**src/rtl/data_bus_xfer_pkg.sv**
```systemverilog
`default_nettype none
// +----------------------------------------------------------------+
// | relay_bus_pkg : shared states and register indices for the bus |
// | Revision 1.0                                                   |
// +----------------------------------------------------------------+
package relay_bus_pkg;

  typedef enum logic [1:0] {
    IDLE  = 2'd0,
    DRIVE = 2'd1,
    LOAD  = 2'd2,
    HOLD  = 2'd3
  } xfer_state_e;

  localparam int DEFAULT_DATA_W = 8;
  localparam int DEFAULT_N_SRC  = 9;
  localparam int DEFAULT_N_DST  = 12;

  // Source indices into src_data / src_drive
  localparam int SRC_A   = 0;
  localparam int SRC_B   = 1;
  localparam int SRC_C   = 2;
  localparam int SRC_D   = 3;
  localparam int SRC_M1  = 4;
  localparam int SRC_M2  = 5;
  localparam int SRC_X   = 6;
  localparam int SRC_Y   = 7;
  localparam int SRC_MEM = 8;

  // Destination bit positions in req_dst / dst_load
  localparam int DST_A    = 0;
  localparam int DST_B    = 1;
  localparam int DST_C    = 2;
  localparam int DST_D    = 3;
  localparam int DST_M1   = 4;
  localparam int DST_M2   = 5;
  localparam int DST_X    = 6;
  localparam int DST_Y    = 7;
  localparam int DST_J1   = 8;
  localparam int DST_J2   = 9;
  localparam int DST_INST = 10;
  localparam int DST_MEM  = 11;

  function automatic int max3(input int a, input int b, input int c);
    int m;
    m = (a > b) ? a : b;
    return (m > c) ? m : c;
  endfunction

endpackage
`default_nettype wire

```
**src/rtl/data_bus_xfer_bus_src_mux.sv**
```systemverilog
`default_nettype none
// +----------------------------------------------------------------+
// | bus_src_mux : N_SRC:1 bus source select, zero when not enabled |
// | Revision 1.0                                                   |
// +----------------------------------------------------------------+
module bus_src_mux #(
  parameter int DATA_W = 8,
  parameter int N_SRC  = 9,
  parameter int SEL_W  = 4
) (
  input  logic                    i_en,
  input  logic [SEL_W-1:0]        i_sel,
  input  logic [N_SRC*DATA_W-1:0] i_src_data,
  output logic [DATA_W-1:0]       o_data
);

  logic [DATA_W-1:0] w_slice [N_SRC];

  genvar gi;
  generate
    for (gi = 0; gi < N_SRC; gi++) begin : g_slice
      assign w_slice[gi] = i_src_data[gi*DATA_W +: DATA_W];
    end
  endgenerate

  always_comb begin
    o_data = '0;
    for (int i = 0; i < N_SRC; i++) begin
      if (i_en && (i_sel == SEL_W'(i))) begin
        o_data = w_slice[i];
      end
    end
  end

endmodule
`default_nettype wire

```
**src/rtl/data_bus_xfer.sv**
```systemverilog
`default_nettype none
// +----------------------------------------------------------------+
// | data_bus_xfer : sequenced drive/settle/load/hold bus transfer   |
// | Revision 1.0                                                   |
// +----------------------------------------------------------------+
module data_bus_xfer
  import relay_bus_pkg::*;
#(
  parameter int DATA_W     = DEFAULT_DATA_W,
  parameter int N_SRC      = DEFAULT_N_SRC,
  parameter int N_DST      = DEFAULT_N_DST,
  parameter int SETTLE_CYC = 2,
  parameter int LOAD_CYC   = 1,
  parameter int HOLD_CYC   = 1
) (
  input  logic                      clk,
  input  logic                      reset,
  input  logic                      req_valid,
  output logic                      req_ready,
  input  logic [$clog2(N_SRC)-1:0]  req_src,
  input  logic [N_DST-1:0]          req_dst,
  input  logic [N_SRC*DATA_W-1:0]   src_data,
  output logic [N_SRC-1:0]          src_drive,
  output logic [DATA_W-1:0]         bus_data,
  output logic [N_DST-1:0]          dst_load,
  output logic                      xfer_done,
  output logic                      xfer_err
);

  localparam int C_SRC_W = $clog2(N_SRC);
  localparam int C_CNT_W = $clog2(max3(SETTLE_CYC, LOAD_CYC, HOLD_CYC) + 1);
  localparam logic [C_CNT_W-1:0] C_SETTLE_LD = C_CNT_W'(SETTLE_CYC - 1);
  localparam logic [C_CNT_W-1:0] C_LOAD_LD   = C_CNT_W'(LOAD_CYC - 1);
  localparam logic [C_CNT_W-1:0] C_HOLD_LD   = C_CNT_W'((HOLD_CYC > 0) ? HOLD_CYC - 1 : 0);

  xfer_state_e          state_q, state_d;
  logic [C_CNT_W-1:0]   cnt_q, cnt_d;
  logic [C_SRC_W-1:0]   src_lat_q, src_lat_d;
  logic [N_DST-1:0]     dst_lat_q, dst_lat_d;
  logic [DATA_W-1:0]    bus_data_q, bus_data_d;
  logic                 xfer_err_q, xfer_err_d;

  logic                 w_accept;
  logic                 w_req_bad;
  logic                 w_busy;
  logic                 w_last;
  logic                 w_mux_en;
  logic [DATA_W-1:0]    w_mux_out;

  assign w_busy    = (state_q != IDLE);
  assign w_accept  = req_valid && (state_q == IDLE);
  assign w_req_bad = (int'(req_src) >= N_SRC) || (req_dst == '0);

  always_comb begin
    state_d    = state_q;
    cnt_d      = cnt_q;
    src_lat_d  = src_lat_q;
    dst_lat_d  = dst_lat_q;
    xfer_err_d = 1'b0;
    w_last     = 1'b0;
    unique case (state_q)
      IDLE: begin
        if (w_accept) begin
          if (w_req_bad) begin
            xfer_err_d = 1'b1;
          end else begin
            src_lat_d = req_src;
            dst_lat_d = req_dst;
            cnt_d     = C_SETTLE_LD;
            state_d   = DRIVE;
          end
        end
      end
      DRIVE: begin
        if (cnt_q == '0) begin
          cnt_d   = C_LOAD_LD;
          state_d = LOAD;
        end else begin
          cnt_d = cnt_q - 1'b1;
        end
      end
      LOAD: begin
        if (cnt_q == '0) begin
          if (HOLD_CYC == 0) begin
            w_last  = 1'b1;
            state_d = IDLE;
          end else begin
            cnt_d   = C_HOLD_LD;
            state_d = HOLD;
          end
        end else begin
          cnt_d = cnt_q - 1'b1;
        end
      end
      HOLD: begin
        if (cnt_q == '0) begin
          w_last  = 1'b1;
          state_d = IDLE;
        end else begin
          cnt_d = cnt_q - 1'b1;
        end
      end
      default: state_d = IDLE;
    endcase
  end

  // The final cycle captures zero so the bus reads idle as soon as the FSM does.
  assign w_mux_en   = w_busy && !w_last;
  assign bus_data_d = w_mux_out;

  bus_src_mux #(
    .DATA_W (DATA_W),
    .N_SRC  (N_SRC),
    .SEL_W  (C_SRC_W)
  ) u_src_mux (
    .i_en       (w_mux_en),
    .i_sel      (src_lat_q),
    .i_src_data (src_data),
    .o_data     (w_mux_out)
  );

  always_ff @(posedge clk or posedge reset) begin
    if (reset) begin
      state_q    <= IDLE;
      cnt_q      <= '0;
      src_lat_q  <= '0;
      dst_lat_q  <= '0;
      bus_data_q <= '0;
      xfer_err_q <= 1'b0;
    end else begin
      state_q    <= state_d;
      cnt_q      <= cnt_d;
      src_lat_q  <= src_lat_d;
      dst_lat_q  <= dst_lat_d;
      bus_data_q <= bus_data_d;
      xfer_err_q <= xfer_err_d;
    end
  end

  assign req_ready = (state_q == IDLE);
  assign src_drive = w_busy ? (N_SRC'(1) << src_lat_q) : '0;
  assign bus_data  = bus_data_q;
  assign dst_load  = (state_q == LOAD) ? dst_lat_q : '0;
  assign xfer_done = w_last;
  assign xfer_err  = xfer_err_q;

`ifndef SYNTHESIS
  a_src_onehot0: assert property (@(posedge clk) disable iff (reset)
    $onehot0(src_drive));
  a_load_only_in_load: assert property (@(posedge clk) disable iff (reset)
    (state_q != LOAD) |-> (dst_load == '0));
  a_idle_quiet: assert property (@(posedge clk) disable iff (reset)
    (state_q == IDLE) |-> !((|dst_load) && (|src_drive)));
`endif

endmodule
`default_nettype wire
```
**config.mk**
```make
export PLATFORM = sky130hd
export DESIGN_NAME = data_bus_xfer
export DESIGN_NICKNAME = d
export VERILOG_FILES = /design/src/rtl/data_bus_xfer_pkg.sv /design/src/rtl/data_bus_xfer_bus_src_mux.sv /design/src/rtl/data_bus_xfer.sv
export SDC_FILE = /design/constraint.sdc
export NUM_CORES = 1
export LEC_CHECK = 0
export CAP_MARGIN = 20
export CORE_ASPECT_RATIO = 2
export CORE_MARGIN = 2
export CORE_UTILIZATION = 25
export DETAILED_ROUTE_END_ITERATION = 12
export PLACE_DENSITY = 0.61
export SYNTH_ARGS = -nofsm -noshare
export SYNTH_HDL_FRONTEND = slang
export SYNTH_HIERARCHICAL = 1
export SYNTH_SLANG_ARGS = --single-unit
```
**constraint.sdc**
```tcl
create_clock -name clk -period 2.3 [get_ports clk]
set_clock_uncertainty 0.2 [all_clocks]
set_input_delay 0.23 -clock clk [delete_from_list [all_inputs] [get_ports clk]]
set_output_delay 0.23 -clock clk [all_outputs]
set_load 0.01 [all_outputs]
```
==> results by group, run 1 <==
STA
  – Slew margin rel.: 58.7%
  – Setup Viol. Count Final: 0
  – RSZ-0062 raised after global routing: false
  – Slew @ Worst Pin: 614 ps
  – Fmax: 464 MHz
  – Hold Fails Final Rpt: 0
  – Fin. max-slew vios: 0
  – Hold WS: 64.9 ps
  – Final min period: 2160 ps
  – Tcrit/Tclk final: 93.8%

Synthesis
  – Mapped Nets: 309
  – Post-Synthesis Cells: 210
  – Post-synthesis sequential area ratio: 33.8%
  – Area of the mapped netlist: 2150 µm²
  – Top area cells in the synthesized netlist: dfrtp_1 (34%), mux2_4 (7.0%), mux2_2 (5.2%)
  – Syn avg cell area: 10.2 µm²
  – Synth area leader: dfrtp_1
  – Async set-reset flop share out of synthesis: 100%
  – Number of synthesis warnings: 6
  – Synth top area share: 33.8%
  – Post-synth top flop: dfrtp_1
  – Synth Register Bits: 29
  – Unique masters post-synth: 44
  – Post-synth EDFFs: 0

Setup path
  – Register-to-register path setup slack: 210 ps
  – Start-to-end type of the worst setup path: register to output port
  – Worst path arrival time: 1730 ps
  – WP data required: 1870 ps
  – Crit end category: output port
  – Worst Setup Start Kind: register
  – Worst-path maximum fanout: 4

Placed design
  – RD Place Congestion: 0.820
  – Placed Area: 3520 µm²
  – DP Wirelength: 5880 µm
  – # port buffers: 122

Power and ir drop
  – Sw Ratio: 36.4%
  – Comb power frac: 60.0%
  – Register share of total power: 22.1%
  – Lkg Pwr: 1.59 nW
  – Max IR drop VDD: 0.621 mV
  – Switching power: 0.00155 W
  – Power Internal: 0.00271 W
  – Power per cell area: 1140 nW/µm²
  – Clock power share: 17.9%

Clock network
  – CTS Sinks: 29
  – CTS tree: yes
  – Clock root cell: clkbuf_16
  – Clock-pin slew on the worst setup and hold paths: 50 ps
  – Num CTS Buffers: 5
  – Cts hold-fix bufs: 0
  – Bufs on Longest Clock Path: 2
  – H-tree depth: 2
  – Worst-Skew Late Latency: 270 ps

Detailed routing
  – Per-cell routed wire length: 16.7 µm
  – 1st-iter DRT viols: 43
  – Pre-antenna DRT Iters: 4
  – Via count: 2141
  – DRC viols: 0
  – Post-DRT Antenna Nets: 0
  – Wirelength, routed: 7380 µm
  – DR vias/cell: 4.83

Global route
  – Number of global-route vias before repair: 2263
  – First-pass GRT wire length: 11500 µm
  – Overall Global Routing Usage: 15.6%
  – Largest net degree at the start of global routing: 29
  – Initial antenna violation count: 0
  – Overflow left after global routing: 0

Floorplanning
  – Rows: 47
  – Die footprint: 9390 µm²
  – Die Span X: 69.5 µm
  – Core Area: 8290 µm²
  – Io pins: 123
  – Chip height: 135 µm
  – Initial Utilization: 25.9%

Layout
  – Share of layout cells above drive strength 1: 15.9%
  – Final #Nets: 443
  – P&R area growth vs syn: 73.8%
  – Layout Cell Area excl Fill: 3730 µm²
  – Ant. Diodes: 0

Job
  – Max-cap violations: 0

Status
  – Status: finished clean

Min path
  – Hold Path Class: input pin to asynchronous set/reset pin
==> synthesized netlist by cell type (5+ instances only) <==
cell type	number
inv_1	13
mux2_4	10
nand2b_1	7
nand2_1	11
a32o_1	5
and2_1	13
a21oi_1	7
nor2_1	16
o21ai_0	8
o22ai_1	5
mux2i_1	11
mux2_2	10
ha_1	8
dfrtp_1	29
==> cells by family after synthesis <==
family / after synthesis / share of synthesized area (%)
adders and majority gates: 8 / 4.66
AOI/OAI and AO/OA: 43 / 14.6
buffers and inverters: 24 / 6.41
DFF: 29 / 33.8
and+or+nand+nor: 70 / 17.4
muxes: 36 / 23.1
==> state kept, by name, summed over array words and instances, names as in the netlist <==
signal,count
dst_lat_q,12
bus_data,8
src_lat_q,4
cnt_q,2
state_q,2
xfer_err,1
==> placed cells by master (no fill, tap or decap), drive strengths merged, types with 2 or more instances in the layout <==
cell	n
and2	13
dfrtp	29
inv	13
o22ai	5
o211ai	2
nand3	2
mux4	5
a21oi	7
dlygate4sd2	8
nand2	11
a32o	5
o21ai	8
clkbuf	8
buf	16
nor2	16
o221ai	4
nor3	4
mux2i	11
a221oi	2
or3	2
nand4	2
nor4	3
ha	8
nor2b	4
mux2	20
clkdlybuf4s50	113
nand2b	7
or2	4
==> cell type report <==
cell class	count	area, µm²
fill	815	4560
timing repair buffer	138	1350
multi-input combinational	157	1310
sequential	29	726
clock buffer	7	143
tap	98	123
inverter	13	48.8
clock inverter	1	30.0
==> per-stage QoR <==
step | instances | setup TNS (ps) | total power (W) | worst slack [ps] | util [%]
5_1_grt | 443 | 0 | 0.00458 | 22.6 | 45.0
4_1_cts | 441 | 0 | 0.00429 | 53.4 | 44.6
3_5_place_dp | 433 | -2520 | 0.00348 | -195 | 42.4
2_1_floorplan | 210 | 0 | 0.00244 | 244 | -
6_report | 443 | 0 | 0.00425 | 143 | 45.0
3_3_place_gp | 433 | -1850 | 0.00344 | -140 | 42.4
==> power by group through the flow <==
stage          clock network, W  registers, W  logic, W
6_report               0.000761      0.000941   0.00255
2_1_floorplan                 0      0.000916   0.00152
3_5_place_dp                  0      0.000945   0.00253
3_3_place_gp                  0      0.000941   0.00250
5_1_grt                0.000823      0.000975   0.00278
4_1_cts                0.000793      0.000944   0.00255
==> per-layer routing <==
layer	routed length [µm]	global-route usage (%)	vias to the layer above
met5	0	0	-
met4	139	5.23	0
met3	389	3.51	13
met2	4260	31.6	84
met1	2590	14.9	1003
li1	-	-	1041
==> timing repair <==
action / 4_1_cts / 5_1_grt
setup endpoints to repair: 21 / 12
resized for setup: 12 / 5
buffers inserted: 0 / 2
==> worst max-delay path, cell delays in order, from the launching register on <==
cell and delay, ps:
dfrtp_1 390, inv_2 90, ha_1 210, or3_4 360, nor3_1 120, dlygate4sd2_1 280
==> worst paths after layout <==
| kind | startpoint | endpoint | cells past startpoint |
|---|---|---|---|
| worst max-delay path | state_q[0] | src_drive[0] | 5 |
| worst min-delay path | reset | bus_data[1] | 2 |
| worst max register to register | src_lat_q[1] | bus_data[1] | 6 |
| worst min register to register | dst_lat_q[4] | dst_lat_q[4] | 1 |
| max in group asynchronous | reset | src_lat_q[1] | 3 |
| min in group clk | dst_lat_q[4] | dst_lat_q[4] | 1 |
Power figures use the tool's default switching activity.
==> inputs of run 2 (changes only) <==
--- a/config.mk
+++ b/config.mk
@@ -9,8 +9,10 @@
 export CORE_ASPECT_RATIO = 2
 export CORE_MARGIN = 2
 export CORE_UTILIZATION = 25
+export CTS_CLUSTER_DIAMETER = 50
 export DETAILED_ROUTE_END_ITERATION = 12
 export PLACE_DENSITY = 0.61
+export SLEW_MARGIN = 20
 export SYNTH_ARGS = -nofsm -noshare
 export SYNTH_HDL_FRONTEND = slang
 export SYNTH_HIERARCHICAL = 1
==> results of run 2 <==
The final DEF is identical to that of run 1; final timing and power are the same.
